**config.mk**
```make
export PLATFORM = sky130hd
export DESIGN_NAME = key_filter
export DESIGN_NICKNAME = d
export VERILOG_FILES = /design/src/rtl/key_filter.sv
export SDC_FILE = /design/constraint.sdc
export NUM_CORES = 1
export LEC_CHECK = 0
export ABC_AREA = 1
export BUFFER_PORTS_ARGS = -buffer_cell sky130_fd_sc_hd__buf_4
export CORE_AREA = 2 2 98 119
export DETAILED_ROUTE_END_ITERATION = 7
export DIE_AREA = 0 0 100 121
export PLACE_DENSITY_LB_ADDON = 0.2
export SLEW_MARGIN = 30
export SYNTH_ARGS = -nofsm -noshare
export SYNTH_HDL_FRONTEND = slang
export SYNTH_SLANG_ARGS = --single-unit
```
**constraint.sdc**
```tcl
create_clock -name clk -period 1.6 [get_ports clk]
set_clock_uncertainty 0.2 [all_clocks]
set_input_delay 0 -clock clk [delete_from_list [all_inputs] [get_ports clk]]
set_output_delay 0 -clock clk [all_outputs]
set_load 0.005 [all_outputs]
```
**src/rtl/key_filter.sv**
```systemverilog
// ---------------------------------------------------------------------------
// key_filter
//
// Debounces N_KEYS independent push-button inputs. Each raw level passes
// through a two-flop synchronizer, then a per-channel four-state FSM accepts
// a new level only after it has been seen stable for a full debounce window.
// Clean one-cycle press/release pulses are generated alongside the level.
//
// Optional feature (compile-time macro KEY_FILTER_LONGPRESS_EN):
//   adds a per-channel hold counter and a one-shot long-press pulse.
//   Without the macro key_long is tied to 0 and no hold logic exists.
//
// Parameters:
//   N_KEYS   - number of button channels (1..8)
//   DB_CNT   - debounce stability window in clk cycles (>= 1)
//   LONG_CNT - hold time after key_press before key_long fires (>= 1)
//
// Ports:
//   clk         - system clock, rising edge
//   rst_n       - asynchronous active-low reset
//   key_in      - raw button levels, 1 = pressed, asynchronous to clk
//   key_level   - debounced button level
//   key_press   - one-cycle pulse on a debounced 0->1 transition
//   key_release - one-cycle pulse on a debounced 1->0 transition
//   key_long    - one-cycle pulse once a key has been held LONG_CNT cycles
// ---------------------------------------------------------------------------
module key_filter #(
   parameter int N_KEYS   = 3,
   parameter int DB_CNT   = 1000000,
   parameter int LONG_CNT = 50000000
) (
   input  logic              clk,
   input  logic              rst_n,
   input  logic [N_KEYS-1:0] key_in,
   output logic [N_KEYS-1:0] key_level,
   output logic [N_KEYS-1:0] key_press,
   output logic [N_KEYS-1:0] key_release,
   output logic [N_KEYS-1:0] key_long
);

   localparam int DbW = $clog2(DB_CNT + 1);
   localparam logic [DbW-1:0] DbLast = DbW'(DB_CNT - 1);

   typedef enum logic [1:0] {
      IDLE       = 2'd0,
      PRESS_DB   = 2'd1,
      HELD       = 2'd2,
      RELEASE_DB = 2'd3
   } state_e;

   // Catch out-of-range configurations at elaboration time.
   if (N_KEYS < 1 || N_KEYS > 8) begin : gBadKeys
      $error("key_filter: N_KEYS must be in 1..8");
   end
   if (DB_CNT < 1) begin : gBadDb
      $error("key_filter: DB_CNT must be at least 1");
   end
   if (LONG_CNT < 1) begin : gBadLong
      $error("key_filter: LONG_CNT must be at least 1");
   end

   logic [N_KEYS-1:0] syncMeta_q;
   logic [N_KEYS-1:0] syncOut_q;

   // Two-flop synchronizer for every raw key line; syncOut_q is the only
   // copy of the key that the FSMs are allowed to look at.
   always_ff @(posedge clk or negedge rst_n) begin
      if (!rst_n) begin
         syncMeta_q <= '0;
         syncOut_q  <= '0;
      end else begin
         syncMeta_q <= key_in;
         syncOut_q  <= syncMeta_q;
      end
   end

   for (genvar g = 0; g < N_KEYS; g++) begin : gChan
      state_e          state_q, state_d;
      logic [DbW-1:0]  dbCnt_q, dbCnt_d;
      logic            press_q, press_d;
      logic            release_q, release_d;
      logic            s;

      assign s = syncOut_q[g];

      // Per-channel state, debounce counter and registered edge pulses.
      always_ff @(posedge clk or negedge rst_n) begin
         if (!rst_n) begin
            state_q   <= IDLE;
            dbCnt_q   <= '0;
            press_q   <= 1'b0;
            release_q <= 1'b0;
         end else begin
            state_q   <= state_d;
            dbCnt_q   <= dbCnt_d;
            press_q   <= press_d;
            release_q <= release_d;
         end
      end

      // Next-state logic. Any sample that disagrees with the candidate level
      // drops back to the settled state, so a glitch shorter than the
      // window never reaches key_level. The counter stops at DbLast because
      // the FSM always leaves the debounce state on that compare.
      always_comb begin
         state_d   = state_q;
         dbCnt_d   = dbCnt_q;
         press_d   = 1'b0;
         release_d = 1'b0;
         case (state_q)
            IDLE: begin
               if (s) begin
                  state_d = PRESS_DB;
                  dbCnt_d = '0;
               end
            end
            PRESS_DB: begin
               if (!s) begin
                  state_d = IDLE;
                  dbCnt_d = '0;
               end else if (dbCnt_q == DbLast) begin
                  state_d = HELD;
                  press_d = 1'b1;
               end else begin
                  dbCnt_d = dbCnt_q + 1'b1;
               end
            end
            HELD: begin
               if (!s) begin
                  state_d = RELEASE_DB;
                  dbCnt_d = '0;
               end
            end
            RELEASE_DB: begin
               if (s) begin
                  state_d = HELD;
                  dbCnt_d = '0;
               end else if (dbCnt_q == DbLast) begin
                  state_d   = IDLE;
                  release_d = 1'b1;
               end else begin
                  dbCnt_d = dbCnt_q + 1'b1;
               end
            end
            default: begin
               state_d = IDLE;
               dbCnt_d = '0;
            end
         endcase
      end

      assign key_level[g]   = (state_q == HELD) || (state_q == RELEASE_DB);
      assign key_press[g]   = press_q;
      assign key_release[g] = release_q;

`ifdef KEY_FILTER_LONGPRESS_EN
      localparam int LongW = $clog2(LONG_CNT + 1);
      localparam logic [LongW-1:0] LongLast = LongW'(LONG_CNT - 1);
      localparam logic [LongW-1:0] LongMax  = LongW'(LONG_CNT);

      logic [LongW-1:0] holdCnt_q, holdCnt_d;
      logic             long_q, long_d;

      // Hold counter and one-shot long-press pulse register.
      always_ff @(posedge clk or negedge rst_n) begin
         if (!rst_n) begin
            holdCnt_q <= '0;
            long_q    <= 1'b0;
         end else begin
            holdCnt_q <= holdCnt_d;
            long_q    <= long_d;
         end
      end

      // The count restarts only on a genuine new press, so a short release
      // glitch cannot re-arm the long pulse. It parks at LONG_CNT, one past
      // the firing value, which is what keeps the pulse from repeating.
      always_comb begin
         holdCnt_d = holdCnt_q;
         long_d    = 1'b0;
         if (press_d) begin
            holdCnt_d = '0;
         end else if (key_level[g]) begin
            if (holdCnt_q == LongLast) begin
               long_d = 1'b1;
            end
            if (holdCnt_q != LongMax) begin
               holdCnt_d = holdCnt_q + 1'b1;
            end
         end
      end

      assign key_long[g] = long_q;
`else
      assign key_long[g] = 1'b0;
`endif
   end

endmodule
```
==> impl_metrics.ini, run 1 <==
[status]
status = finished with violations
violations = negative setup slack

[global_routing]
antenna_found_initial = 0
grt_pass1_vias = 5134
overflow = 0
grt_use_total_pct = 22.9
grt_pass1_wl_um = 22400
grt_max_degree = 53

[sta]
setup_viol = 22
setup_tns_ps = -629
timing.final.ws_setup_ps = -99.1
maxSlewViolCount = 0
period_needed_ps = 1700
timing.fmax_mhz = 589
rsz0062_at_grt = true
min_period_over_period_pct = 106
finalHoldViolations = 0

[layout]
area_delta_synth_final_pct = 39.1
final_util_pct = 64.2
antenna_cells = 0
nets = 888
drive_gt1_share_pct = 32.9
n_fill_cell = 902

[synthesis]
synth.yosys.seq_area_share_pct = 38.7
ys_types = 36
synth-seq-cells = 78
ys_async_sr_fraction_pct = 100
synth_edf_count = 0
ys.flop_type = dfrtp_1
synth_largest_area_cell = dfrtp_1
yosys_warnings = 0
avgSynthCellArea_um2 = 6.60
synth_area_mm2 = 0.00504
netlist.area_leader.share_pct = 38.7
synth_area_leaders = dfrtp_1 (39%), nand2_1 (18%), nand3_1 (9.3%), nor2_1 (9.1%), inv_1 (6.6%)
synthCells = 764

[placement]
numPortBuffers = 13
post-place-ws_ps = -93.6
dp_hpwl_um = 9810
gp_congestion = 0.895

[clocking]
clock_tree.root_cell = clkbuf_16
cts-buffers-inserted = 9
cts_buffer_depth = 2
cts_tree = built
h-tree-depth = 3
path_clk_slew_ps = 60
clock_sinks = 78
clk_latency_ps = 340

[hold_path]
hp-class = primary input to flop

[routing]
wl_per_cell_um = 13.7
drtAntennaViolNets = 0
drt-pass1-iter-count = 5
route.vias.total = 5312
drt_iter0_drc = 295
wirelength_um = 13900
drc = 0
viasPerCell = 5.22

[die]
die_area_mm2 = 0.0121
fp.dieH_um = 121
io_pins = 17
start_util_pct = 46.1
die_w_um = 100
std_cell_rows = 42
core_mm2 = 0.0109

[worst_setup_path]
crit_required_ps = 1680
crit_arrival_ps = 1780
path_class = flop to flop
start_kind = flop
crit_path_end_kind = flop
crit_fanout = 3

[pwr]
leakage_nw = 3.28
power_density_mw_per_mm2 = 632
peakVddDrop_mv = 0.488

[job]
maxCapViolCount = 0
[cell families after synthesis]
family,after synthesis,synth area share (%)
adders and majority gates,3,0.744
AOI/OAI and AO/OA,43,4.81
xor gates and xnor gates,7,1.36
other,1,0.0744
DFF,78,38.7
buffers and inverters,115,9.65
and+or+nand+nor,517,44.6
[metal layers]
layer	vias to the layer above	track usage [%]	wire, um
met1	2517	27.6	5710
met5	-	0	0
met2	110	40.9	7430
met4	0	9.08	303
li1	2657	-	-
met3	28	3.23	441
[layout by cell type, fill, tap and decap left out, drive strengths merged]
master	n
nand4	30
dlygate4sd3	5
or2	2
conb	3
nor3	10
clkinvlp	2
o21bai	5
clkbuf	9
nand2	248
bufinv	1
a31oi	1
xnor2	5
dfrtp	78
nand3b	3
a21oi	11
nor2	130
buf	119
ha	3
clkinv	3
o211ai	1
inv	95
o21ai	23
xor2	2
nand3	94
a2bb2oi	2
[repair_timing]
action / 4_1_cts / 5_1_grt
setup buffers: 6 / 19
endpoints found under the hold margin: 81 / 0
pin swaps: 7 / 52
setup endpoints to repair: 44 / 66
gates resized for setup: 29 / 165
hold buffers: 5 / 0
[path summary, 6_finish.rpt]
kind	start	endpoint	slack, ps	cells past startpoint
max	gChan[1].dbCnt_q[0]$_DFFE_PN0P_	gChan[1].press_q$_DFF_PN0_	-100	7
min	key_in[2]	syncMeta_q[2]$_DFF_PN0_	110	2
max reg2reg	gChan[1].dbCnt_q[0]$_DFFE_PN0P_	gChan[1].press_q$_DFF_PN0_	-100	7
min reg2reg	syncMeta_q[1]$_DFF_PN0_	syncOut_q[1]$_DFF_PN0_	150	0
max in group asynchronous	rst_n	gChan[0].dbCnt_q[2]$_DFFE_PN0P_	150	4
min in group asynchronous	rst_n	gChan[1].dbCnt_q[7]$_DFFE_PN0P_	440	3
[sequential cells by signal (all words and copies together), names as in the netlist, named ones only]
register and flops:
gChan.release_q 3, gChan.state_q 3, syncOut_q 3, gChan.dbCnt_q 60, gChan.press_q 3, syncMeta_q 3
[cell usage after synthesis, types with 4 or more instances]
| master | count |
|---|---|
| nor2_1 | 122 |
| nor3_1 | 9 |
| nand2_2 | 6 |
| nor2_2 | 4 |
| inv_1 | 89 |
| o21ai_0 | 22 |
| nand2_1 | 241 |
| nand4_1 | 29 |
| buf_4 | 12 |
| xnor2_1 | 4 |
| a21oi_1 | 11 |
| buf_2 | 5 |
| nand3_1 | 94 |
| o21bai_1 | 5 |
| dfrtp_1 | 78 |
[per-stage QoR]
stage | area [um2] | cells | hold slack, ps | total power, W
global route | 7020 | 1017 | 110 | 0.00460
floorplan | 5070 | 766 | -496 | 0.00219
global placement | 5830 | 972 | -265 | 0.00233
finish | 7020 | 1017 | 112 | 0.00444
detailed placement | 5830 | 972 | -266 | 0.00233
CTS | 6320 | 999 | 101 | 0.00442
[worst max-delay path, stage by stage, from the launching register on]
cell and delay (ps):
dfrtp_1 390, ha_4 170, nand2_4 70, nor3_4 180, buf_6 160, nand4_4 90
or2_4 300, nor2_4 70
[report_power, final]
group	switching, W	internal, W	total (W)
clock network	0.000860	0.00121	0.00207
registers	0.0000280	0.00200	0.00202
logic	0.000204	0.000135	0.000339
total	0.00109	0.00335	0.00444
[cell type report]
| type | instances | area (um2) | share of cell area, % |
|---|---|---|---|
| inverters | 94 | 368 | 5.24 |
| multi-input cells | 573 | 3190 | 45.5 |
| clock inverters | 7 | 72.6 | 1.03 |
| well taps | 132 | 165 | 2.35 |
| clock buffers | 9 | 225 | 3.21 |
| repair buffers | 124 | 1020 | 14.6 |
| flip-flops and latches | 78 | 1970 | 28.1 |
No activity file was read; power rests on OpenSTA's default activity.
==> inputs of run 2 (changes only) <==
- CORE_AREA: 2 2 98 119 -> 2 2 89 109
- DIE_AREA: 0 0 100 121 -> 0 0 91 111
==> run 2 against run 1 <==
The run still ends with negative setup slack left. Sequential share of layout area down 1.5 points. Fmax down 3.0%. Sequential cell count unchanged. Non-clock buffer count up 24. Cell count up 1.5%. Die area down 17%. Worst setup slack worse by 52 ps. Utilization up 17 points. Critical endpoint is now gChan[1].dbCnt_q[7]$_DFFE_PN0P_.
==> impl_metrics.ini, run 2 (synthesis results as in run 1) <==
[worst_setup_path]
start_kind = flop
cp_cell_sequence = buf_4 -> buf_6 -> nand3_4 -> inv_4 -> nand2_8 -> inv_4 -> buf_4 -> nand2_1 -> nand4_1 -> o211ai_1
r2r-end = gChan[1].dbCnt_q[7]$_DFFE_PN0P_
r2r_start = gChan[1].dbCnt_q[1]$_DFFE_PN0P_
reg2reg_depth = 10
crit_required_ps = 1650
crit_arrival_ps = 1800
slowest_delay_ps = 410
critPathSlowestCell = dfrtp_1
path_class = flop to flop
rrSetupSlack_ps = -150
crit_fanout = 3
crit_path_end_kind = flop

[die]
core_mm2 = 0.00917
io_pins = 17
die_area_mm2 = 0.0101
fp.dieH_um = 111
start_util_pct = 55.0
die_w_um = 91
std_cell_rows = 39

[sta]
period_needed_ps = 1750
timing.final.ws_setup_ps = -151
finalHoldViolations = 0
rsz0062_at_grt = true
setup_viol = 34
maxSlewViolCount = 0
min_period_over_period_pct = 109
setup_tns_ps = -1510
timing.fmax_mhz = 571

[clocking]
clock_tree.root_cell = clkbuf_16
clock_sinks = 78
clk_latency_ps = 340
cts-buffers-inserted = 9
cts_buffer_depth = 2
cts_tree = built
h-tree-depth = 3
path_clk_slew_ps = 60

[global_routing]
grt_use_total_pct = 29.2
grt_pass1_vias = 5272
overflow = 0
grt_pass1_wl_um = 23900
grt_max_degree = 35
antenna_found_initial = 0

[pwr]
report.power.total_w = 0.00461
p_sw_w = 0.00111
pwr-share-clk_pct = 48.3
p_comb_share_pct = 7.8
peakVddDrop_mv = 0.581
power_density_mw_per_mm2 = 622
p_seq_share_pct = 43.9
intPower_w = 0.00350
swShare_pct = 24.0
leakage_nw = 3.45

[layout]
layout_common_cells = nand2_1 (204), buf_4 (123), inv_1 (74), nor2_1 (71)
largest_reg_flops = 60
final_util_pct = 80.9
fin_cells = 1032
drive_gt1_share_pct = 38.4
area_delta_synth_final_pct = 47.1
antenna_cells = 0
largest_register = gChan.dbCnt_q
nets = 912
stdcell_area_mm2 = 0.00742
layout_commonest_cell = nand2_1

[hold_path]
min-delay-start = key_in[0]
hp-class = primary input to flop
whs_path_depth = 2
hold_end = syncMeta_q[0]$_DFF_PN0_

[routing]
route.vias.total = 5753
viasPerCell = 5.57
drtAntennaViolNets = 0
wl_per_cell_um = 16.3
drt_iter0_drc = 464
drc = 0
drt-pass1-iter-count = 5
wirelength_um = 16800

[placement]
gp_congestion = 1.00
dp_hpwl_um = 10400
post-place-cells = 974
numPortBuffers = 13
postPlaceCellArea_mm2 = 0.00590

[status]
violations = negative setup slack
status = finished with violations

[job]
maxCapViolCount = 0
==> run 2: cell types whose count changed in the layout (fill, tap and decap cells not counted), moves of 3 or more <==
cell and change:
o21ai_1 +3, nor2_1 -9, nand2_1 -9, o21ai_0 -3, nand2_2 +6, buf_4 +21
xnor2_1 -3, buf_6 +4, nand3_1 -10, nand3_2 +9, nor2_4 +9, dfrtp_2 +3
dfrtp_1 -3
==> run 2: power groups by stage <==
stage / Clock [W] / Sequential, W / Combinational, W
floorplan: 0 / 0.00206 / 0.000135
global placement: 0 / 0.00205 / 0.000274
detailed placement: 0 / 0.00205 / 0.000278
CTS: 0.00223 / 0.00202 / 0.000308
global route: 0.00232 / 0.00203 / 0.000397
finish: 0.00223 / 0.00202 / 0.000361
==> run 2: worst max-delay path by stage <==
stage | depth (start not counted) | start | endpoint
after floorplan | 8 | gChan[2].dbCnt_q[0]$_DFFE_PN0P_ | gChan[2].dbCnt_q[3]$_DFFE_PN0P_
after global placement | 9 | gChan[2].dbCnt_q[9]$_DFFE_PN0P_ | gChan[2].dbCnt_q[6]$_DFFE_PN0P_
after detailed placement | 8 | gChan[2].dbCnt_q[1]$_DFFE_PN0P_ | gChan[2].dbCnt_q[6]$_DFFE_PN0P_
after CTS | 10 | gChan[2].dbCnt_q[0]$_DFFE_PN0P_ | gChan[2].dbCnt_q[18]$_DFFE_PN0P_
after global routing | 6 | gChan[1].dbCnt_q[0]$_DFFE_PN0P_ | gChan[1].press_q$_DFF_PN0_
final | 10 | gChan[1].dbCnt_q[1]$_DFFE_PN0P_ | gChan[1].dbCnt_q[7]$_DFFE_PN0P_
==> run 2: stage by stage <==
| step | worst slack, ps | hold WS [ps] |
|---|---|---|
| floorplan | -43.7 | -496 |
| finish | -151 | 116 |
| global route | -191 | 112 |
| CTS | -61.9 | 119 |
| global placement | -70.6 | -228 |
| detailed placement | -120 | -229 |
==> run 2: final cells by class <==
type	instances	area (um2)
Clock buffer	10	229
Clock inverter	6	86.3
Fill cell	581	1750
Inverter	94	373
Multi-Input combinational cell	573	3400
Sequential cell	78	1970
Tap cell	123	154
Timing Repair Buffer	148	1210
==> run 2: repair_timing <==
| item | in CTS | in global routing |
|---|---|---|
| pin swaps | 10 | 70 |
| endpoints found under the hold margin | 81 | 0 |
| buffers inserted | 9 | 29 |
| hold buffers | 5 | 0 |
| resized for setup | 40 | 212 |
| setup endpoints to repair | 49 | 73 |
==> run 2: critical path, delay by kind of cell (launching register included) <==
| kind | cells | cell delay (ps) |
|---|---|---|
| buffers and inverters | 5 | 510 |
| flip-flops | 1 | 410 |
| AO/OA/AOI/OAI | 1 | 110 |
| AND/OR/NAND/NOR | 4 | 420 |
==> run 2: routing by layer <==
layer  up-vias  GRT usage, %  share of wire [%]  wire length [um]
met5         -             0                  0                 0
met4         0          13.7                5.7               957
met3        81          4.15                4.6               775
met2       233          51.8                 53              8890
met1      2729          34.6                 37              6210
li1       2710             -                  -                 -
==> inputs of run 3 (changes only) <==
- CORE_AREA: 2 2 89 109 -> 2 2 85 104
- DIE_AREA: 0 0 91 111 -> 0 0 87 106
- clock period: 1.6 -> 1.9 ns (I/O delays scaled with it)
==> run 3 against run 2 <==
The run now ends clean. Sequential cell count did not move. Cell count down 13%. Die area fell by 8.7%. Clock power down 26%. Critical path depth decreased by 1. Largest cell class unchanged. Largest power group is now registers. Highest routed layer unchanged.
==> impl_metrics.ini, run 3 (synthesis results as in run 1) <==
[status]
status = finished, final reports clean

[hold_path]
hp-class = primary input to flop

[pwr]
pwr-share-clk_pct = 46.4
p_sw_w = 0.000805
p_comb_share_pct = 5.9
intPower_w = 0.00276
leakage_nw = 2.71
p_seq_share_pct = 47.7
power_density_mw_per_mm2 = 631
peakVddDrop_mv = 0.480
swShare_pct = 22.6

[layout]
layout_commonest_cell = nand2_1
fin_cells = 896
area_delta_synth_final_pct = 12.0
layout_common_cells = nand2_1 (241), nor2_1 (120), nand3_1 (92), inv_1 (88), dfrtp_1 (77)
antenna_cells = 0
drive_gt1_share_pct = 10.3
nets = 802
n_fill_cell = 709
largest_register = gChan.dbCnt_q
largest_reg_flops = 60

[worst_setup_path]
crit_fanout = 7
rrSetupSlack_ps = 80
crit_path_end_kind = flop
start_kind = flop
crit_required_ps = 1960
crit_arrival_ps = 1870
path_class = flop to flop

[die]
fp.dieH_um = 106
die_area_mm2 = 0.00922
die_w_um = 87
io_pins = 17
start_util_pct = 60.8
core_mm2 = 0.00829
std_cell_rows = 37

[routing]
drt-pass1-iter-count = 5
viasPerCell = 5.40
drc = 0
wl_per_cell_um = 13.5
drtAntennaViolNets = 0
wirelength_um = 12100
drt_iter0_drc = 228
route.vias.total = 4841

[global_routing]
antenna_found_initial = 0
grt_use_total_pct = 27.9
grt_pass1_wl_um = 20400
grt_pass1_vias = 4553
grt_max_degree = 47
overflow = 0

[placement]
post-place-ws_ps = 73.2
gp_congestion = 0.990
numPortBuffers = 13
post-place-cells = 870
dp_hpwl_um = 9070

[sta]
timing.fmax_mhz = 550
finalHoldViolations = 0
timing.final.ws_setup_ps = 83.2
min_period_over_period_pct = 95.6
setup_viol = 0
setup_tns_ps = 0
period_needed_ps = 1820
maxSlewViolCount = 0

[clocking]
clock_tree.root_cell = clkbuf_8
clock_sinks = 78
cts_buffer_depth = 2
clk_latency_ps = 360
h-tree-depth = 3
cts-buffers-inserted = 9
cts_tree = built
path_clk_slew_ps = 90

[job]
maxCapViolCount = 0
## run 3: cell count changes in the layout (fill, tap and decap cells not counted), moves of 19 or more
cell / previous run / this run
nand2_2: 31 / 6
nor2_2: 28 / 6
nand3_2: 22 / 2
nand2_1: 204 / 241
nand3_1: 62 / 92
nor2_1: 71 / 120
buf_6: 19 / 0
buf_4: 123 / 32
nor2_4: 30 / 3
## run 3: metrics by stage
stage               utilization [%]  power [W]  cell area, um2  hold slack [ps]
CTS                            67.4    0.00358            5580             74.8
global placement               63.5    0.00192            5260             -225
global route                   68.1    0.00369            5650             97.7
finish                         68.1    0.00356            5650             79.3
detailed placement             63.5    0.00193            5260             -217
floorplan                         -    0.00184            5050             -496
## run 3: layer usage
metal  routed length [um]  part of all wire, %  GRT usage, %
met3                  446                  3.7          3.96
met2                 6260                   52          48.2
met5                    0                    0             0
met1                 4960                   41          33.7
met4                  406                  3.4          12.9
## run 3: layout make-up
cell class	instances	area [um2]	share of cell area, %
clock buffers	9	124	2.19
clock inverters	7	146	2.59
inverters	94	355	6.29
multi-input cells	573	2640	46.7
flip-flops and latches	78	1950	34.6
well taps	97	121	2.15
repair buffers	38	310	5.50
## run 3: path summary, 6_finish.rpt
path	startpoint	endpoint	depth (start not counted)
hold reg to reg	syncMeta_q[2]$_DFF_PN0_	syncOut_q[2]$_DFF_PN0_	0
min in group asynchronous	rst_n	gChan[1].release_q$_DFF_PN0_	3
hold / removal	key_in[1]	syncMeta_q[1]$_DFF_PN0_	2
setup reg to reg	gChan[2].dbCnt_q[1]$_DFFE_PN0P_	gChan[2].dbCnt_q[10]$_DFFE_PN0P_	9
max in group asynchronous	rst_n	gChan[0].dbCnt_q[0]$_DFFE_PN0P_	4
setup / recovery	gChan[2].dbCnt_q[1]$_DFFE_PN0P_	gChan[2].dbCnt_q[10]$_DFFE_PN0P_	9
## run 3: what timing repair did
| item | 4_1_cts | 5_1_grt |
|---|---|---|
| setup buffers | 0 | 5 |
| gates resized for setup | 0 | 9 |
| endpoints found under the setup margin | 0 | 19 |
| hold endpoints to repair | 81 | 0 |
| hold buffers | 5 | 0 |
## run 3: worst max-delay path: stages, from the launching register on
cell	delay, ps
dfrtp_1	380
ha_2	210
nand3_1	130
nor2_4	220
buf_4	160
nand2_1	80
nor2_1	150
nand2_1	70
nand2_1	60
a2bb2oi_1	60
## run 3: power by group through the flow
stage          combinational, W  clock, W  sequential [W]
2_1_floorplan          0.000113         0         0.00173
5_1_grt                0.000236   0.00175         0.00170
3_3_place_gp           0.000191         0         0.00173
4_1_cts                0.000205   0.00167         0.00170
6_report               0.000209   0.00165         0.00170
3_5_place_dp           0.000196         0         0.00173
